--- src/rtl/addsub_seq.sv ---
// Multi-cycle add/subtract unit: processes a DBW-bit operation SW bits per clock,
// LSB slice first, holding the inter-slice carry in a register.
module addsub_seq #(
  parameter int DBW = 32,
  parameter int SW  = 8
) (
  input  logic           clk,
  input  logic           rst_n,
  input  logic           in_valid,
  output logic           in_ready,
  input  logic           op,
  input  logic           ci,
  input  logic [DBW-1:0] a,
  input  logic [DBW-1:0] b,
  output logic           out_valid,
  input  logic           out_ready,
  output logic [DBW-1:0] o,
  output logic           co,
  output logic           v,
  output logic           z,
  output logic           n
);

  localparam int NS = DBW / SW;
  localparam int CW = (NS > 1) ? $clog2(NS) : 1;
  localparam logic [CW-1:0] LAST = CW'(NS - 1);

  if ((SW < 1) || ((DBW % SW) != 0)) begin : g_bad_sw
    $error("addsub_seq: DBW must be a non-zero multiple of SW");
  end

  typedef enum logic [1:0] {
    IDLE = 2'd0,
    RUN  = 2'd1,
    DONE = 2'd2
  } state_t;

  state_t          state_q, state_d;
  logic [CW-1:0]   cnt_q, cnt_d;
  logic [DBW-1:0]  a_q, a_d;
  logic [DBW-1:0]  b_q, b_d;
  logic            carry_q, carry_d;
  logic            a_msb_q, a_msb_d;
  logic            b_msb_q, b_msb_d;
  logic [DBW-1:0]  acc_q, acc_d;
  logic [DBW-1:0]  o_q, o_d;
  logic            co_q, co_d;
  logic            v_q, v_d;
  logic            z_q, z_d;
  logic            n_q, n_d;
  logic [SW:0]     sum;
  logic [DBW+SW-1:0] acc_ins;

  // Operands shift right one slice per RUN cycle, so the active slice is always
  // at the bottom; the result fills in from the top and lands aligned after NS slices.
  always_comb begin
    state_d = state_q;
    cnt_d   = cnt_q;
    a_d     = a_q;
    b_d     = b_q;
    carry_d = carry_q;
    a_msb_d = a_msb_q;
    b_msb_d = b_msb_q;
    acc_d   = acc_q;
    o_d     = o_q;
    co_d    = co_q;
    v_d     = v_q;
    z_d     = z_q;
    n_d     = n_q;
    sum     = {1'b0, a_q[SW-1:0]} + {1'b0, b_q[SW-1:0]} + {{SW{1'b0}}, carry_q};
    acc_ins = {sum[SW-1:0], acc_q};
    case (state_q)
      IDLE: begin
        if (in_valid) begin
          state_d = RUN;
          cnt_d   = '0;
          a_d     = a;
          b_d     = op ? ~b : b;
          carry_d = ci;
          a_msb_d = a[DBW-1];
          b_msb_d = op ? ~b[DBW-1] : b[DBW-1];
        end
      end
      RUN: begin
        acc_d   = acc_ins[DBW+SW-1:SW];
        a_d     = a_q >> SW;
        b_d     = b_q >> SW;
        carry_d = sum[SW];
        if (cnt_q == LAST) begin
          state_d = DONE;
          cnt_d   = '0;
          o_d     = acc_d;
          co_d    = sum[SW];
          z_d     = (acc_d == '0);
          n_d     = acc_d[DBW-1];
          v_d     = (a_msb_q == b_msb_q) && (acc_d[DBW-1] != a_msb_q);
        end else begin
          cnt_d = cnt_q + CW'(1);
        end
      end
      DONE: begin
        if (out_ready) state_d = IDLE;
      end
      default: state_d = IDLE;
    endcase
  end

  // Control and visible result registers: cleared by reset
  always_ff @(posedge clk) begin
    if (!rst_n) begin
      state_q <= IDLE;
      cnt_q   <= '0;
      o_q     <= '0;
      co_q    <= 1'b0;
      v_q     <= 1'b0;
      z_q     <= 1'b0;
      n_q     <= 1'b0;
    end else begin
      state_q <= state_d;
      cnt_q   <= cnt_d;
      o_q     <= o_d;
      co_q    <= co_d;
      v_q     <= v_d;
      z_q     <= z_d;
      n_q     <= n_d;
    end
  end

  // Working datapath registers: only meaningful after an accept
  always_ff @(posedge clk) begin
    a_q     <= a_d;
    b_q     <= b_d;
    carry_q <= carry_d;
    a_msb_q <= a_msb_d;
    b_msb_q <= b_msb_d;
    acc_q   <= acc_d;
  end

  assign in_ready  = (state_q == IDLE);
  assign out_valid = (state_q == DONE);
  assign o         = o_q;
  assign co        = co_q;
  assign v         = v_q;
  assign z         = z_q;
  assign n         = n_q;

endmodule

--- config.mk ---
export PLATFORM = sky130hd
export DESIGN_NAME = addsub_seq
export DESIGN_NICKNAME = d
export VERILOG_FILES = /design/src/rtl/addsub_seq.sv
export SDC_FILE = /design/constraint.sdc
export NUM_CORES = 1
export LEC_CHECK = 0
export CAP_MARGIN = 5
export CORE_MARGIN = 8
export CORE_UTILIZATION = 45
export CTS_CLUSTER_SIZE = 28
export DETAILED_ROUTE_END_ITERATION = 6
export PLACE_DENSITY = 0.73
export SLEW_MARGIN = 5
export SYNTH_ARGS = -nofsm -noshare
export SYNTH_HDL_FRONTEND = slang
export SYNTH_SLANG_ARGS = --single-unit
--- constraint.sdc ---
create_clock -name clk -period 4.05 [get_ports clk]
set_input_delay 0.405 -clock clk [delete_from_list [all_inputs] [get_ports clk]]
set_output_delay 0.405 -clock clk [all_outputs]
set_load 0.005 [all_outputs]
==> impl_metrics.env, run 1 <==
export IMPL_status="finished clean"
export IMPL_ant_nets=0
export IMPL_post_route_min_period_ns=2.74
export IMPL_synth_warnings=0
export IMPL_leakage_uw=0.00269
export IMPL_die_area_um2=16200
export IMPL_holdBufCountCts=0
export IMPL_antenna_cells=0
export IMPL_dp_hpwl_mm=7.97
export IMPL_nNetsFinal=687
export IMPL_design_core_area_um2=12100
export IMPL_mostFrequentLayoutCells="nand2_1, clkdlybuf4s50_1, edfxtp_1, dfxtp_1, xnor2_1"
export IMPL_slew_headroom_pct=19.1
export IMPL_p_seq_share_pct=45.6
export IMPL_cts_setup_buffers=0
export IMPL_postSynth_asyncResetShare_pct=0
export IMPL_cp_end_kind="flop"
export IMPL_die_h_um=127
export IMPL_synth_edf_count=91
export IMPL_timing_hold_ws_ns=0.463
export IMPL_layout_commonest_cell="nand2_1"
export IMPL_p_per_area_nw_per_um2=491
export IMPL_rr_worst_depth=8
export IMPL_avgSynthCellArea_um2=11.0
export IMPL_crit_arrival_ns=3.06
export IMPL_drcViolationCount=0
export IMPL_critPathMaxFanout=3
export IMPL_grt_pass1_wl_mm=19.1
export IMPL_clock_skew_ns=0.0116
export IMPL_synth_ff_type="edfxtp_1"
export IMPL_clkLatencyLatePin_ns=0.42
export IMPL_period_share_pct=67.6
export IMPL_avgViaCountPerCell=4.82
export IMPL_cts_max_path_buffers=2
export IMPL_holdCritPathClass="flop to flop"
export IMPL_cts_tree="yes"
export IMPL_slew_viol_final=0
export IMPL_grt_max_degree=106
export IMPL_numPortBuffers=107
export IMPL_switching_share_pct=23.2
export IMPL_max_cap_viol_count=0
export IMPL_final_hold_viol_count=0
export IMPL_wl_mm=11.5
export IMPL_vias=3799
export IMPL_path_clk_slew_ns=0.06
export IMPL_initial_core_util_pct=46.1
export IMPL_drtIter0Drc=316
export IMPL_nFillCells=975
export IMPL_holdPathStages=2
export IMPL_gp_congestion=0.791
export IMPL_fmax_mhz=366
export IMPL_std_cell_rows=40
export IMPL_die_x_um=127
export IMPL_cts_root_buf="clkbuf_16"
export IMPL_dr_wl_met3_mm=1.02
export IMPL_wl_per_cell_um=14.6
export IMPL_rsz0062_at_grt="false"
export IMPL_cp_start_kind="flop"
export IMPL_critical_path_class="flop to flop"
export IMPL_grt_overflow=0
export IMPL_grt_use_total_pct=14.8
export IMPL_syn_nets=587
export IMPL_areaGrowthSynthToFinish_pct=32.4
export IMPL_synth_yosys_seq_area_share_pct=63.1
export IMPL_dr_pass1_iters=5
export IMPL_setup_viol=0
export IMPL_ys_types=41
export IMPL_grt_pass1_vias=4042
export IMPL_clkPwrFrac_pct=42.9
export IMPL_worst_pin_slew_ns=1.21
export IMPL_synth_area_um2=5570
export IMPL_routedLengthMet1_mm=4.75
export IMPL_antenna_found_initial=0
export IMPL_syn_inst=507
export IMPL_finalSetupTns_ns=0
export IMPL_io_pins=108
export IMPL_drive_above_1_share_pct=6.45
export IMPL_ys_seq_elements=130
export IMPL_cts_buffers_inserted=17
export IMPL_highest_layer="met4"
export IMPL_post_cts_resized=0
export IMPL_p_comb_share_pct=11.5
export IMPL_cts_sinks=130
export IMPL_power_internal_uw=2780
export IMPL_vdd_drop_max_mv=0.263
export IMPL_p_sw_uw=839
export IMPL_required_ns=4.37
export IMPL_cts_max_level=4
export IMPL_wl_met2_mm=5.57
## synth_stat cells (2+ instances only)
cell	instances	area, um2
nand3_1	3	15.0
and3_1	2	12.5
inv_1	6	22.5
nand2_1	161	604
o21a_1	2	15.0
nor4_1	6	37.5
o21ai_0	29	145
dfxtp_1	39	781
ha_1	8	100
nor4b_1	2	17.5
or4_1	3	22.5
and2_1	12	75.1
xnor2_1	34	298
edfxtp_1	91	2730
a21o_1	2	15.0
nor2_1	17	63.8
a21oi_1	6	30.0
clkbuf_1	24	90.1
xor2_1	3	26.3
a21boi_0	30	225
fa_1	2	40.0
buf_2	4	20.0
nor2b_1	3	18.8
## cells by family after synthesis
logic type	share of synthesized area [%]
adder cells (fa/ha/maj)	2.52
buffers and inverters	2.52
flip-flops	63.1
multiplexers	0.180
AO/OA/AOI/OAI	9.02
AND/OR/NAND/NOR	16.8
XOR/XNOR	5.82
## power by group through the flow
stage                     clock network, uW  registers [uW]  logic (uW)
after floorplan                           0            1660         272
after global placement                    0            1670         404
after detailed placement                  0            1680         418
after CTS                              1580            1650         421
after global routing                   1640            1660         463
final                                  1550            1650         416
## worst max-delay path, stage by stage (launching register included)
cell and delay, ns:
edfxtp_1 0.36, fa_1 0.21, inv_1 0.06, fa_1 0.51, nor4bb_1 0.29, nand4_1 0.11, or4_1 0.51, or4_1 0.42
o31ai_2 0.19
## state kept, by name (all words and copies together), names as in the netlist
name	flops
b_msb_q	1
state_q	2
a_q	32
carry_q	1
a_msb_q	1
acc_q	24
o	32
b_q	32
cnt_q	2
co	1
v	1
z	1
## layer usage
| layer | vias up | track usage [%] |
|---|---|---|
| li1 | 1930 | - |
| met1 | 1728 | 16.7 |
| met2 | 130 | 24.1 |
| met3 | 11 | 6.91 |
| met4 | 0 | 5.53 |
| met5 | - | 0 |
## cell type report
cell class                 count  area (um2)  share of cell area [%]
timing repair buffer         110        1090                    14.8
clock buffer                  21         493                    6.69
multi-input combinational    342        1910                    26.0
inverter                       6        23.8                   0.323
tap                          168         210                    2.85
sequential                   130        3510                    47.7
clock inverter                11         124                    1.68
## final timing paths
check,startpoint,endpoint,slack [ns]
worst max-delay path,b_q[0],z,1.31
worst min register to register,o[1],o[1],0.46
worst min-delay path,o[1],o[1],0.46
worst max register to register,b_q[0],z,1.31
## through the flow
stage          std cells  worst slack (ns)  power [uW]  utilization [%]  area (um2)
6_report             788              1.31        3620             61.1        7370
5_1_grt              788             0.981        3770             61.1        7370
4_1_cts              788              1.26        3650             61.1        7370
3_5_place_dp         756              1.28        2090             56.0        6750
3_3_place_gp         756              1.39        2080             56.0        6750
2_1_floorplan        507              1.15        1930                -        5570
Note: power is estimated with default switching activity, not from simulation.
==> inputs of run 2 (changes only) <==
==> constraint.sdc (replaced) <==
create_clock -name clk -period 2.7 [get_ports clk]
set_input_delay 0.27 -clock clk [delete_from_list [all_inputs] [get_ports clk]]
set_output_delay 0.27 -clock clk [all_outputs]
set_load 0.005 [all_outputs]
==> impl_metrics.env, run 2 (synthesized netlist as in run 1, its figures left out) <==
export IMPL_status="finished clean"
export IMPL_dr_pass1_iters=4
export IMPL_antenna_cells=0
export IMPL_grt_pass1_wl_mm=19.1
export IMPL_ant_nets=0
export IMPL_post_route_min_period_ns=2.63
export IMPL_switching_share_pct=24.5
export IMPL_crit_arrival_ns=2.96
export IMPL_cts_buffers_inserted=17
export IMPL_slew_headroom_pct=42.9
export IMPL_critPathLaunch="a_q[0]"
export IMPL_holdBufCountCts=0
export IMPL_setup_viol=0
export IMPL_areaGrowthSynthToFinish_pct=33.5
export IMPL_nFillCells=989
export IMPL_period_share_pct=97.4
export IMPL_p_comb_share_pct=12.4
export IMPL_wl_mm=11.7
export IMPL_rsz0062_at_grt="true"
export IMPL_wl_per_cell_um=14.8
export IMPL_cts_tree="yes"
export IMPL_drtIter0Drc=300
export IMPL_cp_start_kind="flop"
export IMPL_vias=3874
export IMPL_clkLatencyLatePin_ns=0.41
export IMPL_cts_max_path_buffers=2
export IMPL_numPortBuffers=107
export IMPL_holdCritPathClass="flop to flop"
export IMPL_finalSetupTns_ns=0
export IMPL_p_sw_uw=1320
export IMPL_path_clk_slew_ns=0.06
export IMPL_slew_viol_final=0
export IMPL_final_util_pct=61.6
export IMPL_initial_core_util_pct=46.1
export IMPL_path_buf_inv=1
export IMPL_grt_max_degree=106
export IMPL_design_core_area_um2=12100
export IMPL_grt_use_total_pct=14.8
export IMPL_cp_end_kind="flop"
export IMPL_clkPwrFrac_pct=41.7
export IMPL_grt_pass1_vias=4000
export IMPL_final_hold_viol_count=0
export IMPL_required_ns=3.03
export IMPL_nNetsFinal=692
export IMPL_p_seq_share_pct=45.9
export IMPL_min_from="o[11]"
export IMPL_worst_pin_slew_ns=0.856
export IMPL_crit_family="simple AND/OR/NAND/NOR gates"
export IMPL_clock_skew_ns=0.00620
export IMPL_leakage_uw=0.00271
export IMPL_cp_cell_sequence="fa_2 > inv_2 > fa_1 > nor4bb_4 > nand4_1 > or4_1 > or4_4 > o31ai_2"
export IMPL_antenna_found_initial=0
export IMPL_critical_path_class="flop to flop"
export IMPL_grt_overflow=0
export IMPL_io_pins=108
export IMPL_layout_commonest_cell="nand2_1"
export IMPL_avgViaCountPerCell=4.89
export IMPL_cp_slowest_cell="fa_1"
export IMPL_gp_congestion=0.813
export IMPL_max_cap_viol_count=0
export IMPL_die_x_um=127
export IMPL_die_h_um=127
export IMPL_vdd_drop_max_mv=0.337
export IMPL_highest_layer="met4"
export IMPL_p_per_area_nw_per_um2=725
export IMPL_power_internal_uw=4070
export IMPL_dr_wl_met3_um=758
export IMPL_die_area_um2=16200
export IMPL_std_cell_rows=40
export IMPL_routedLengthMet1_mm=4.99
export IMPL_critPathMaxFanout=2
export IMPL_fmax_mhz=380
export IMPL_drcViolationCount=0
export IMPL_cts_root_buf="clkbuf_16"
export IMPL_cts_max_level=4
export IMPL_r2r_start="a_q[0]"
export IMPL_drive_above_1_share_pct=7.84
export IMPL_wl_met2_mm=5.75
export IMPL_cts_sinks=130
export IMPL_dp_hpwl_mm=8.48
export IMPL_cpPeakStageDelay_ns=0.52
export IMPL_mostFrequentLayoutCells="nand2_1, clkdlybuf4s50_1, edfxtp_1, dfxtp_1, xnor2_1"
-- run 2: cell types whose count changed in the layout (fill, tap and decap cells not counted), sizes merged --
cell      previous run  this run
buf                  4         9
inv                  6        11
clkbuf              21        17
clkinv               8         4
clkinvlp             1         4
-- run 2: repair_timing --
| action | 4_1_cts | 5_1_grt |
|---|---|---|
| hold endpoints to repair | 0 | 0 |
| endpoints found under the setup margin | 1 | 1 |
| resized for setup | 2 | 3 |
| setup buffers | 1 | 0 |
| pin swaps | 5 | 0 |
-- run 2: worst min-delay path: cells and delay by family, from the launching register on --
kind             cells  cell delay (ns)
flip-flops           1             0.31
AO/OA/AOI/OAI        1             0.06
AND/OR/NAND/NOR      1             0.05
-- run 2: layout make-up --
class                           instances  area [um2]  share of cell area (%)
Timing Repair Buffer                  115        1160                    15.7
Inverter                                6        22.5                   0.303
Clock inverter                         15         156                    2.11
Tap cell                              168         210                    2.83
Sequential cell                       130        3510                    47.3
Clock buffer                           17         425                    5.73
Multi-Input combinational cell        342        1940                    26.1
-- run 2: metrics by stage --
stage                     hold WS [ns]  instances  power [uW]  cell area (um2)  worst slack, ns
after floorplan                  0.369        507        2890             5570            0.140
after global placement           0.453        760        3120             6820           0.0552
after detailed placement         0.456        760        3160             6820          -0.0835
after CTS                        0.464        793        5410             7410           0.0402
after global routing             0.466        793        5600             7430          -0.0675
final                            0.465        793        5390             7430           0.0712
-- run 2: final timing paths --
kind,to,slack (ns),cells past startpoint
min,o[11],0.46,2
min reg2reg,o[11],0.46,2
max reg2reg,z,0.07,8
max,z,0.07,8
-- run 2: power groups by stage --
stage	sequential, uW	clock, uW	combinational [uW]
finish	2470	2250	667
global route	2490	2370	745
CTS	2470	2280	662
detailed placement	2510	0	648
global placement	2500	0	617
floorplan	2480	0	409
-- run 2: routing by layer --
layer,up-vias,track usage (%)
met4,0,6.37
met1,1797,16.9
met5,-,0
met3,20,4.83
li1,1936,-
met2,121,24.9
==> inputs of run 3 (changes only) <==
--- a/config.mk
+++ b/config.mk
@@ -10,7 +10,9 @@
 export CORE_UTILIZATION = 45
 export CTS_CLUSTER_SIZE = 28
 export DETAILED_ROUTE_END_ITERATION = 6
+export HOLD_SLACK_MARGIN = 0.03
 export PLACE_DENSITY = 0.73
+export REMOVE_ABC_BUFFERS = 1
 export SLEW_MARGIN = 5
 export SYNTH_ARGS = -nofsm -noshare
 export SYNTH_HDL_FRONTEND = slang
==> impl_metrics.env, run 3 (synthesized netlist as in run 1, its figures left out) <==
export IMPL_status="finished clean"
export IMPL_wl_mm=11.6
export IMPL_dr_pass1_iters=4
export IMPL_drcViolationCount=0
export IMPL_layout_commonest_cell="nand2_1"
export IMPL_die_area_um2=16200
export IMPL_ff2ff_setup_slack_ns=0.10
export IMPL_cts_max_path_buffers=2
export IMPL_drtIter0Drc=221
export IMPL_cts_sinks=130
export IMPL_final_hold_viol_count=0
export IMPL_antenna_cells=0
export IMPL_setup_ws_ns=0.103
export IMPL_worst_pin_slew_ns=0.615
export IMPL_max_cap_viol_count=0
export IMPL_timing_hold_ws_ns=0.461
export IMPL_leakage_uw=0.00272
export IMPL_slew_headroom_pct=59.0
export IMPL_p_per_area_nw_per_um2=716
export IMPL_drive_above_1_share_pct=7.81
export IMPL_path_clk_slew_ns=0.05
export IMPL_post_route_min_period_ns=2.60
export IMPL_design_core_area_um2=12100
export IMPL_crit_arrival_ns=2.92
export IMPL_holdCritPathClass="input port to flop"
export IMPL_std_cell_rows=40
export IMPL_rr_worst_depth=8
export IMPL_grt_max_degree=81
export IMPL_nNetsFinal=694
export IMPL_cp_end_kind="flop"
export IMPL_dp_hpwl_mm=8.07
export IMPL_slew_viol_final=0
export IMPL_required_ns=3.03
export IMPL_period_share_pct=96.2
export IMPL_critPathMaxFanout=2
export IMPL_cts_buffers_inserted=17
export IMPL_vdd_drop_max_mv=0.423
export IMPL_numPortBuffers=107
export IMPL_fmax_mhz=385
export IMPL_clkLatencyLatePin_ns=0.41
export IMPL_avgViaCountPerCell=4.87
export IMPL_vias=3868
export IMPL_io_pins=108
export IMPL_die_x_um=127
export IMPL_initial_core_util_pct=46.1
export IMPL_grt_pass1_vias=4070
export IMPL_gp_congestion=0.795
export IMPL_mostFrequentLayoutCells="nand2_1, clkdlybuf4s50_1, edfxtp_1, dfxtp_1, xnor2_1"
export IMPL_cts_tree="yes"
export IMPL_critical_path_class="flop to flop"
export IMPL_die_h_um=127
export IMPL_grt_overflow=0
export IMPL_grt_pass1_wl_mm=19.4
export IMPL_holdPathStages=1
export IMPL_wl_per_cell_um=14.6
export IMPL_place_ws_ns=-0.115
export IMPL_cts_root_buf="clkbuf_16"
export IMPL_clock_skew_ns=0.00579
export IMPL_areaGrowthSynthToFinish_pct=33.5
export IMPL_antenna_found_initial=0
export IMPL_grt_use_total_pct=15.0
export IMPL_cts_max_level=4
export IMPL_ant_nets=0
export IMPL_holdBufCountCts=0
export IMPL_setup_viol=0
export IMPL_cp_start_kind="flop"
export IMPL_rsz0062_at_grt="true"
==> run 3: cell count changes in the layout (fill, tap and decap cells not counted), sizes merged <==
cell      previous run  this run
bufinv               2         1
clkbuf              17        24
inv                 11         6
clkinv               4         5
clkinvlp             4         2
buf                  9        11
==> run 3: path summary, 6_finish.rpt <==
check,from,to
hold reg to reg,o[4],o[4]
setup reg to reg,carry_q,z
setup / recovery,carry_q,z
hold / removal,a[31],a_msb_q
==> run 3: final cells by class <==
class	count	area (um2)
clock buffer	24	493
clock inverter	8	75.1
fill	978	4630
inverter	6	23.8
multi-input combinational	342	1950
sequential	130	3510
tap	168	210
timing repair buffer	117	1170
==> run 3: timing repair <==
action | in CTS | in global routing
pin swaps | 1 | 3
endpoints found under the setup margin | 1 | 1
resized for setup | 3 | 4
gates cloned | 0 | 0
buffers inserted | 0 | 1
==> run 3: metal layers <==
metal  up-vias  GRT usage (%)  routed length [um]
met1      1787           17.3                5090
met2       120           25.1                5560
li1       1946              -                   -
met3        15           6.41                 815
met5         -              0                   0
met4         0           4.20                 136
==> run 3: power breakdown <==
part	internal [uW]	leakage [uW]	switching [uW]	total, uW
Clock	1370	0.000276	811	2180
Combinational	311	0.00123	364	675
Sequential	2390	0.00121	74.6	2470
==> run 3: through the flow <==
stage / cell area [um2] / utilization [%] / power (uW) / std cells / setup TNS, ns
2_1_floorplan: 5450 / - / 2870 / 478 / -84.40
3_3_place_gp: 6820 / 56.5 / 3120 / 762 / 0
3_5_place_dp: 6820 / 56.5 / 3150 / 762 / -0.115
4_1_cts: 7410 / 61.4 / 5350 / 794 / 0
5_1_grt: 7430 / 61.6 / 5540 / 795 / -0.0230
6_report: 7430 / 61.6 / 5320 / 795 / 0
==> run 3: critical path: stages, from the launching register on <==
cell      delay, ns
edfxtp_1       0.36
fa_2           0.22
inv_2          0.04
fa_1           0.49
nor4bb_4       0.20
nand4_1        0.12
or4_4          0.44
or4_4          0.44
o31ai_4        0.21
